$ cat src/rtl/mem_stage_pkg.sv
// Shared definitions for the memory stage: FSM state encoding, access-size
// codes (same encoding decode produces) and the misalignment rule.
package mem_stage_pkg;

  typedef enum logic [1:0] {
    MEM_IDLE = 2'd0,
    MEM_REQ  = 2'd1,
    MEM_RESP = 2'd2
  } mem_state_e;

  localparam logic [1:0] MEM_BYTE = 2'd0;
  localparam logic [1:0] MEM_HALF = 2'd1;
  localparam logic [1:0] MEM_WORD = 2'd2;

  // Size code 3 has no legal meaning, so it is reported as misaligned.
  function automatic logic is_misaligned(input logic [1:0] size, input logic [1:0] off);
    logic bad;
    bad = 1'b0;
    case (size)
      MEM_BYTE: bad = 1'b0;
      MEM_HALF: bad = off[0];
      MEM_WORD: bad = (off != 2'b00);
      default:  bad = 1'b1;
    endcase
    return bad;
  endfunction

endpackage

$ cat src/rtl/mem_align.sv
// Combinational lane logic for the memory stage.
// Ports:
//   st_off, st_size, st_data -> st_be, st_wdata : store byte enables and lane-replicated data
//   ld_off, ld_size, ld_unsigned, ld_rdata -> ld_data : extracted and extended load value
module mem_align
  import mem_stage_pkg::*;
(
  input  logic [1:0]  st_off,
  input  logic [1:0]  st_size,
  input  logic [31:0] st_data,
  output logic [3:0]  st_be,
  output logic [31:0] st_wdata,
  input  logic [1:0]  ld_off,
  input  logic [1:0]  ld_size,
  input  logic        ld_unsigned,
  input  logic [31:0] ld_rdata,
  output logic [31:0] ld_data
);

  logic [31:0] shifted;

  always_comb begin
    st_be    = 4'h0;
    st_wdata = st_data;
    case (st_size)
      MEM_BYTE: begin
        st_be    = 4'b0001 << st_off;
        st_wdata = {4{st_data[7:0]}};
      end
      MEM_HALF: begin
        st_be    = 4'b0011 << st_off;
        st_wdata = {2{st_data[15:0]}};
      end
      MEM_WORD: begin
        st_be    = 4'hF;
        st_wdata = st_data;
      end
      default: begin
        st_be    = 4'h0;
        st_wdata = st_data;
      end
    endcase
  end

  assign shifted = ld_rdata >> {ld_off, 3'b000};

  always_comb begin
    ld_data = shifted;
    case (ld_size)
      MEM_BYTE: ld_data = ld_unsigned ? {24'h0, shifted[7:0]}
                                      : {{24{shifted[7]}}, shifted[7:0]};
      MEM_HALF: ld_data = ld_unsigned ? {16'h0, shifted[15:0]}
                                      : {{16{shifted[15]}}, shifted[15:0]};
      default:  ld_data = shifted;
    endcase
  end

endmodule

$ cat src/rtl/mem_stage.sv
// Memory stage: issues data-memory loads/stores on a req/gnt/rvalid bus,
// stalls upstream while an access is outstanding, and owns MEM/WB.
// Ports:
//   clk, rst             : clock, synchronous active-high reset
//   EX_MEM_*             : instruction held in EX/MEM (held stable while MEM_stall)
//   dmem_*               : data-memory bus (req/we/addr/be/wdata out, gnt/rvalid/rdata in)
//   MEM_stall            : combinational, EX/MEM must hold
//   MEM_misaligned       : one-cycle pulse when a misaligned access is dropped
//   MEM_WB_*             : MEM/WB pipeline register
//
// state    | meaning
// ---------+-----------------------------------------------------------
// MEM_IDLE | no access outstanding; new access requests combinationally
// MEM_REQ  | request asserted, waiting for dmem_gnt
// MEM_RESP | load granted, waiting for dmem_rvalid
module mem_stage
  import mem_stage_pkg::*;
(
  input  logic        clk,
  input  logic        rst,
  input  logic [31:0] EX_MEM_alu_res,
  input  logic [31:0] EX_MEM_rs2_data,
  input  logic        EX_MEM_mem_read,
  input  logic        EX_MEM_mem_write,
  input  logic [1:0]  EX_MEM_mem_size,
  input  logic        EX_MEM_mem_unsigned,
  input  logic [1:0]  EX_MEM_wb_sel,
  input  logic        EX_MEM_vld,
  input  logic [4:0]  EX_MEM_rd,
  output logic        dmem_req,
  output logic        dmem_we,
  output logic [31:0] dmem_addr,
  output logic [3:0]  dmem_be,
  output logic [31:0] dmem_wdata,
  input  logic        dmem_gnt,
  input  logic        dmem_rvalid,
  input  logic [31:0] dmem_rdata,
  output logic        MEM_stall,
  output logic        MEM_misaligned,
  output logic [31:0] MEM_WB_alu_res,
  output logic [31:0] MEM_WB_mem_dout,
  output logic [1:0]  MEM_WB_wb_sel,
  output logic        MEM_WB_vld,
  output logic [4:0]  MEM_WB_rd
);

  mem_state_e state, state_nxt;

  logic       access, misal;
  logic       req_c, stall_c, retire, load_done, capture, misal_pulse;
  logic [1:0] off_q, size_q;
  logic       uns_q;
  logic [3:0] st_be;
  logic [31:0] st_wdata, ld_data;

  assign access = EX_MEM_vld & (EX_MEM_mem_read | EX_MEM_mem_write);
  assign misal  = is_misaligned(EX_MEM_mem_size, EX_MEM_alu_res[1:0]);

  mem_align u_align (
    .st_off      (EX_MEM_alu_res[1:0]),
    .st_size     (EX_MEM_mem_size),
    .st_data     (EX_MEM_rs2_data),
    .st_be       (st_be),
    .st_wdata    (st_wdata),
    .ld_off      (off_q),
    .ld_size     (size_q),
    .ld_unsigned (uns_q),
    .ld_rdata    (dmem_rdata),
    .ld_data     (ld_data)
  );

  always_ff @(posedge clk) begin
    if (rst) state <= MEM_IDLE;
    else     state <= state_nxt;
  end

  // retire: load MEM/WB with the EX/MEM instruction; otherwise a bubble.
  always_comb begin
    state_nxt   = state;
    req_c       = 1'b0;
    stall_c     = 1'b0;
    retire      = 1'b0;
    load_done   = 1'b0;
    capture     = 1'b0;
    misal_pulse = 1'b0;
    case (state)
      MEM_IDLE: begin
        if (!access) begin
          retire = 1'b1;
        end else if (misal) begin
          misal_pulse = 1'b1;
        end else begin
          req_c = 1'b1;
          if (dmem_gnt) begin
            capture = 1'b1;
            if (EX_MEM_mem_write) begin
              retire = 1'b1;
            end else begin
              stall_c   = 1'b1;
              state_nxt = MEM_RESP;
            end
          end else begin
            stall_c   = 1'b1;
            state_nxt = MEM_REQ;
          end
        end
      end
      MEM_REQ: begin
        req_c = 1'b1;
        if (dmem_gnt) begin
          capture = 1'b1;
          if (EX_MEM_mem_write) begin
            retire    = 1'b1;
            state_nxt = MEM_IDLE;
          end else begin
            stall_c   = 1'b1;
            state_nxt = MEM_RESP;
          end
        end else begin
          stall_c = 1'b1;
        end
      end
      MEM_RESP: begin
        if (dmem_rvalid) begin
          retire    = 1'b1;
          load_done = 1'b1;
          state_nxt = MEM_IDLE;
        end else begin
          stall_c = 1'b1;
        end
      end
      default: state_nxt = MEM_IDLE;
    endcase
  end

  // Bus fields come straight from EX/MEM, which is frozen by the stall,
  // so they stay stable from request through grant.
  assign dmem_req   = req_c & ~rst;
  assign MEM_stall  = stall_c & ~rst;
  assign dmem_we    = EX_MEM_mem_write;
  assign dmem_addr  = {EX_MEM_alu_res[31:2], 2'b00};
  assign dmem_be    = EX_MEM_mem_write ? st_be : 4'hF;
  assign dmem_wdata = st_wdata;

  always_ff @(posedge clk) begin
    if (rst) begin
      off_q           <= 2'b00;
      size_q          <= MEM_BYTE;
      uns_q           <= 1'b0;
      MEM_misaligned  <= 1'b0;
      MEM_WB_alu_res  <= 32'h0;
      MEM_WB_mem_dout <= 32'h0;
      MEM_WB_wb_sel   <= 2'b00;
      MEM_WB_vld      <= 1'b0;
      MEM_WB_rd       <= 5'd0;
    end else begin
      MEM_misaligned <= misal_pulse;
      if (capture) begin
        off_q  <= EX_MEM_alu_res[1:0];
        size_q <= EX_MEM_mem_size;
        uns_q  <= EX_MEM_mem_unsigned;
      end
      if (retire) begin
        MEM_WB_alu_res  <= EX_MEM_alu_res;
        MEM_WB_mem_dout <= load_done ? ld_data : 32'h0;
        MEM_WB_wb_sel   <= EX_MEM_wb_sel;
        MEM_WB_vld      <= EX_MEM_vld;
        MEM_WB_rd       <= EX_MEM_rd;
      end else begin
        MEM_WB_alu_res  <= 32'h0;
        MEM_WB_mem_dout <= 32'h0;
        MEM_WB_wb_sel   <= 2'b00;
        MEM_WB_vld      <= 1'b0;
        MEM_WB_rd       <= 5'd0;
      end
    end
  end

endmodule
$ cat config.mk
export PLATFORM = sky130hd
export DESIGN_NAME = mem_stage
export DESIGN_NICKNAME = d
export VERILOG_FILES = /design/src/rtl/mem_stage_pkg.sv /design/src/rtl/mem_align.sv /design/src/rtl/mem_stage.sv
export SDC_FILE = /design/constraint.sdc
export NUM_CORES = 1
export LEC_CHECK = 0
export ABC_AREA = 1
export CAP_MARGIN = 30
export CELL_PAD_IN_SITES_DETAIL_PLACEMENT = 1
export CELL_PAD_IN_SITES_GLOBAL_PLACEMENT = 1
export CORE_MARGIN = 1.5
export CORE_UTILIZATION = 30
export CTS_CLUSTER_DIAMETER = 60
export DETAILED_ROUTE_END_ITERATION = 10
export DONT_BUFFER_PORTS = 1
export PLACE_DENSITY_LB_ADDON = 0.1
export SYNTH_ARGS = -nofsm -noshare
export SYNTH_HDL_FRONTEND = slang
export SYNTH_SLANG_ARGS = --single-unit
$ cat constraint.sdc
create_clock -name clk -period 1.5 [get_ports clk]
set_input_delay 0.15 -clock clk [delete_from_list [all_inputs] [get_ports clk]]
set_output_delay 0.15 -clock clk [all_outputs]
set_load 0.01 [all_outputs]
==> results.md <==
Outcome:
- The checks that failed: setup timing.
- The flow ran to the end, but the final reports show violations.

STA:
- Dividing the final minimum period by the clock period gives 100%.
- In this run the tightest slew margin relative to its limit is 60.3%.
- Setup repair after global routing could not meet its margin everywhere.
- The tightest hold path in the finished design has a slack of 0.0133 ns.
- For the pin with the worst max-slew slack, the measured transition is 0.595 ns.
- Setup slack on the critical path of the routed design comes to -0.00196 ns.
- The final number of setup-violating endpoints is 1.
- For this run, the top clock speed supported by timing is 666 MHz.
- In the final timing run, aggregate negative setup slack is -0.00196 ns.
- The worst clock skew is 0.00628 ns.
- The smallest clock period supported by the final layout is computed as 1.50 ns.
- The final count of hold timing violations is 0.
- The number of pins with negative max-slew slack in the final report came to 0.

Global route:
- The total overflow left after global routing is 0.
- The first-pass GRT wire length is 17.7 mm.
- The number of global-route vias before repair came to 3467.
- In the global route stage, overall resource usage came out at 17.0%.
- The initial antenna violation count is 0.
- The largest net degree at the start of global routing is 41.

Floorplanning:
- From left edge to right edge, the die measures 117 um.
- The number of cell rows is 41.
- The die is 117 um tall.
- The die covers 13700 um2.
- The area of the core is 12700 um2.
- The initial utilization of the core area, before any placement, comes to 30.8%.
- For this design the top-level I/O count stands at 257.

Yosys:
- Summing every instance area after synthesis gives 3910 um2.
- The cell type with the largest total area after synthesis is dfxtp_1.
- The number of enable-type register cells in the synthesized netlist is 0.
- By area the synthesized netlist is led by dfxtp_1 (41%), nand2_1 (12%), inv_1 (8.8%).
- The most instantiated library cell after synthesis is nand2_1.
- The part of the Yosys area used for sequential elements is 41.0%.
- For this run, the leading register cell type out of synthesis is dfxtp_1.
- The synthesized design devotes to its leading area cell type 41.0% of total area.
- After synthesis, the most frequently instantiated cells are nand2_1 (120), inv_1 (92), dfxtp_1 (80).
- The number of warnings issued by yosys is 0.
- The register bit total from synthesis is 80.
- The average cell area after synthesis is 7.04 um2.
- After synthesis, the netlist uses 26 different library cells.
- The gate count after technology mapping is 555.
- In the synthesized netlist the async set-or-reset flop fraction comes to 0%.

Clock tree:
- The deepest clock path buffer count is 2.
- The CTS sink count is 80.
- The clock tree from TritonCTS is yes.
- In this run the number of H-tree levels came out at 3.
- The number of clock buffers added by TritonCTS is 9.
- The root cell of the clock tree is clkbuf_16.
- The clock slew seen by the registers of the worst setup and hold paths is 0.06 ns.
- The clock latency on the worst-skew pair is 0.34 ns.

Pwr:
- The power per standard cell area is 1310 nW/um2.
- For this design the static power due to leakage is 0.00233 uW.
- IR analysis of the VDD net gives a maximum drop of 524 uV.

Worst setup path:
- The most critical setup path has its startpoint at state[1]$_SDFFE_PP0P_.
- The nature of the critical path startpoint is a flop.
- STA puts the critical path data arrival time at 1.35 ns.
- The critical path is of the flop to output port type.
- For the worst setup path, the data required time is 1.35 ns.
- The beginning of the worst register-to-register path is state[0]$_SDFFE_PP0P_.
- The worst setup path is captured at an output port.
- In this run the worst path has a maximum fanout of 4.

Placed design:
- At the placement stage, the worst setup path has a slack of -0.0690 ns.
- Routability-driven placement finished with a final weighted congestion of 0.757.
- The port buffer count is 0.
- The detailed placement HPWL is 8.50 mm.
- Including well taps, the total number of placed cells is 682.
- The standard cell area after detailed placement is 3840 um2.

Drt:
- The DRC violations left is 0.
- The number of DRC markers in iteration 0 is 101.
- Summed over all layers, the routed wires come to 12.2 mm.
- Detailed routing inserted a total of 3455 vias.
- Before antenna repair, the detailed router went through 4 iterations.
- The remaining antenna violation count is 0.
- The detail-routed via count per cell is 4.63.
- After detailed routing, the average wire length per cell comes to 16.4 um.

Layout:
- The area occupied by registers is 1610 um2.
- The area taken by multi-input logic gates is 1530 um2.
- The number of antenna repair diodes is 0.
- The area of all placed cells without fillers is 4740 um2.
- The layout overhead on the synthesized area is 21.4%.
- The number of standard cells in the final layout excluding fillers is 746.
- The proportion of layout cells with a drive suffix above 1 is 12.2%.
- The layout has 1584 filler cells.
- The number of nets in the layout is 682.

Worst hold path:
- The worst hold path begins at dmem_gnt.
- The worst hold-check path type is primary input to flop.

Job:
- The count of maximum capacitance violations is 0.
[worst paths after layout]
check | to | slack [ns] | cells after the start
hold reg to reg | size_q[1]$_SDFFE_PP0P_ | 0.51 | 2
setup / recovery | MEM_stall | -0.002 | 7
setup reg to reg | MEM_WB_alu_res[8]$_SDFF_PP0_ | 0.04 | 9
hold / removal | size_q[0]$_SDFFE_PP0P_ | 0.01 | 3
[kinds of logic after synthesis]
family | after synthesis | synth area share [%]
compound gates | 83 | 12.3
buf+inv | 161 | 21.9
flops | 80 | 41.0
other cells | 1 | 0.0960
simple gates | 230 | 24.8
[state kept, by name (all words and copies together), names as in the netlist]
register and cells:
off_q 2, MEM_WB_rd 5, MEM_WB_wb_sel 2, size_q 2, MEM_WB_vld 1, uns_q 1
MEM_WB_alu_res 32, state 2, MEM_WB_mem_dout 32, MEM_misaligned 1
[metal layers]
layer	part of all wire [%]	global-route usage, %	vias to the layer above
met2	50	30.4	133
met4	1.5	6.91	0
li1	-	-	1701
met3	7.5	5.92	13
met1	41	18.5	1608
met5	0	0	-
[critical path, cell delays in order (launching register included)]
cell	delay [ns]
dfxtp_4	0.36
nor2_4	0.12
inv_2	0.06
nor2_4	0.08
nand3_2	0.08
nand2_2	0.09
nand2_2	0.06
a21oi_4	0.15
[placed cells by master (no fill, tap or decap), types with 4 or more instances in the layout]
| master | count |
|---|---|
| nand3_1 | 37 |
| o211ai_1 | 23 |
| nand2_1 | 118 |
| buf_4 | 19 |
| dlygate4sd3_1 | 41 |
| o21ai_0 | 37 |
| nor2_1 | 56 |
| clkbuf_16 | 11 |
| buf_12 | 4 |
| dfxtp_1 | 77 |
| nor2_2 | 5 |
| a21oi_1 | 17 |
| inv_1 | 89 |
[repair_timing]
item | 4_1_cts | 5_1_grt
setup endpoints to repair | 18 | 65
pin swaps | 4 | 3
buffers inserted | 3 | 1
endpoints found under the hold margin | 46 | 0
hold buffers | 41 | 0
resized for setup | 8 | 19
cloned | 0 | 5
[cell type report]
cell class                 count  area share (%)
clock buffer                  10            4.83
clock inverter                 6            1.95
inverter                      93            7.41
multi-input combinational    316            32.1
sequential                    80            33.9
tap                          172            4.54
timing repair buffer          69            15.2
[where the power goes]
group	switching [uW]	internal, uW	total, uW
registers	144	2280	2420
clock network	893	1470	2360
logic	830	589	1420
[through the flow]
stage	total power, uW	utilization (%)
after floorplan	3450	-
after global placement	3600	30.3
after detailed placement	3610	30.3
after CTS	6140	36.3
after global routing	6570	37.4
final	6210	37.4
Note: power is estimated with default switching activity, not from simulation.
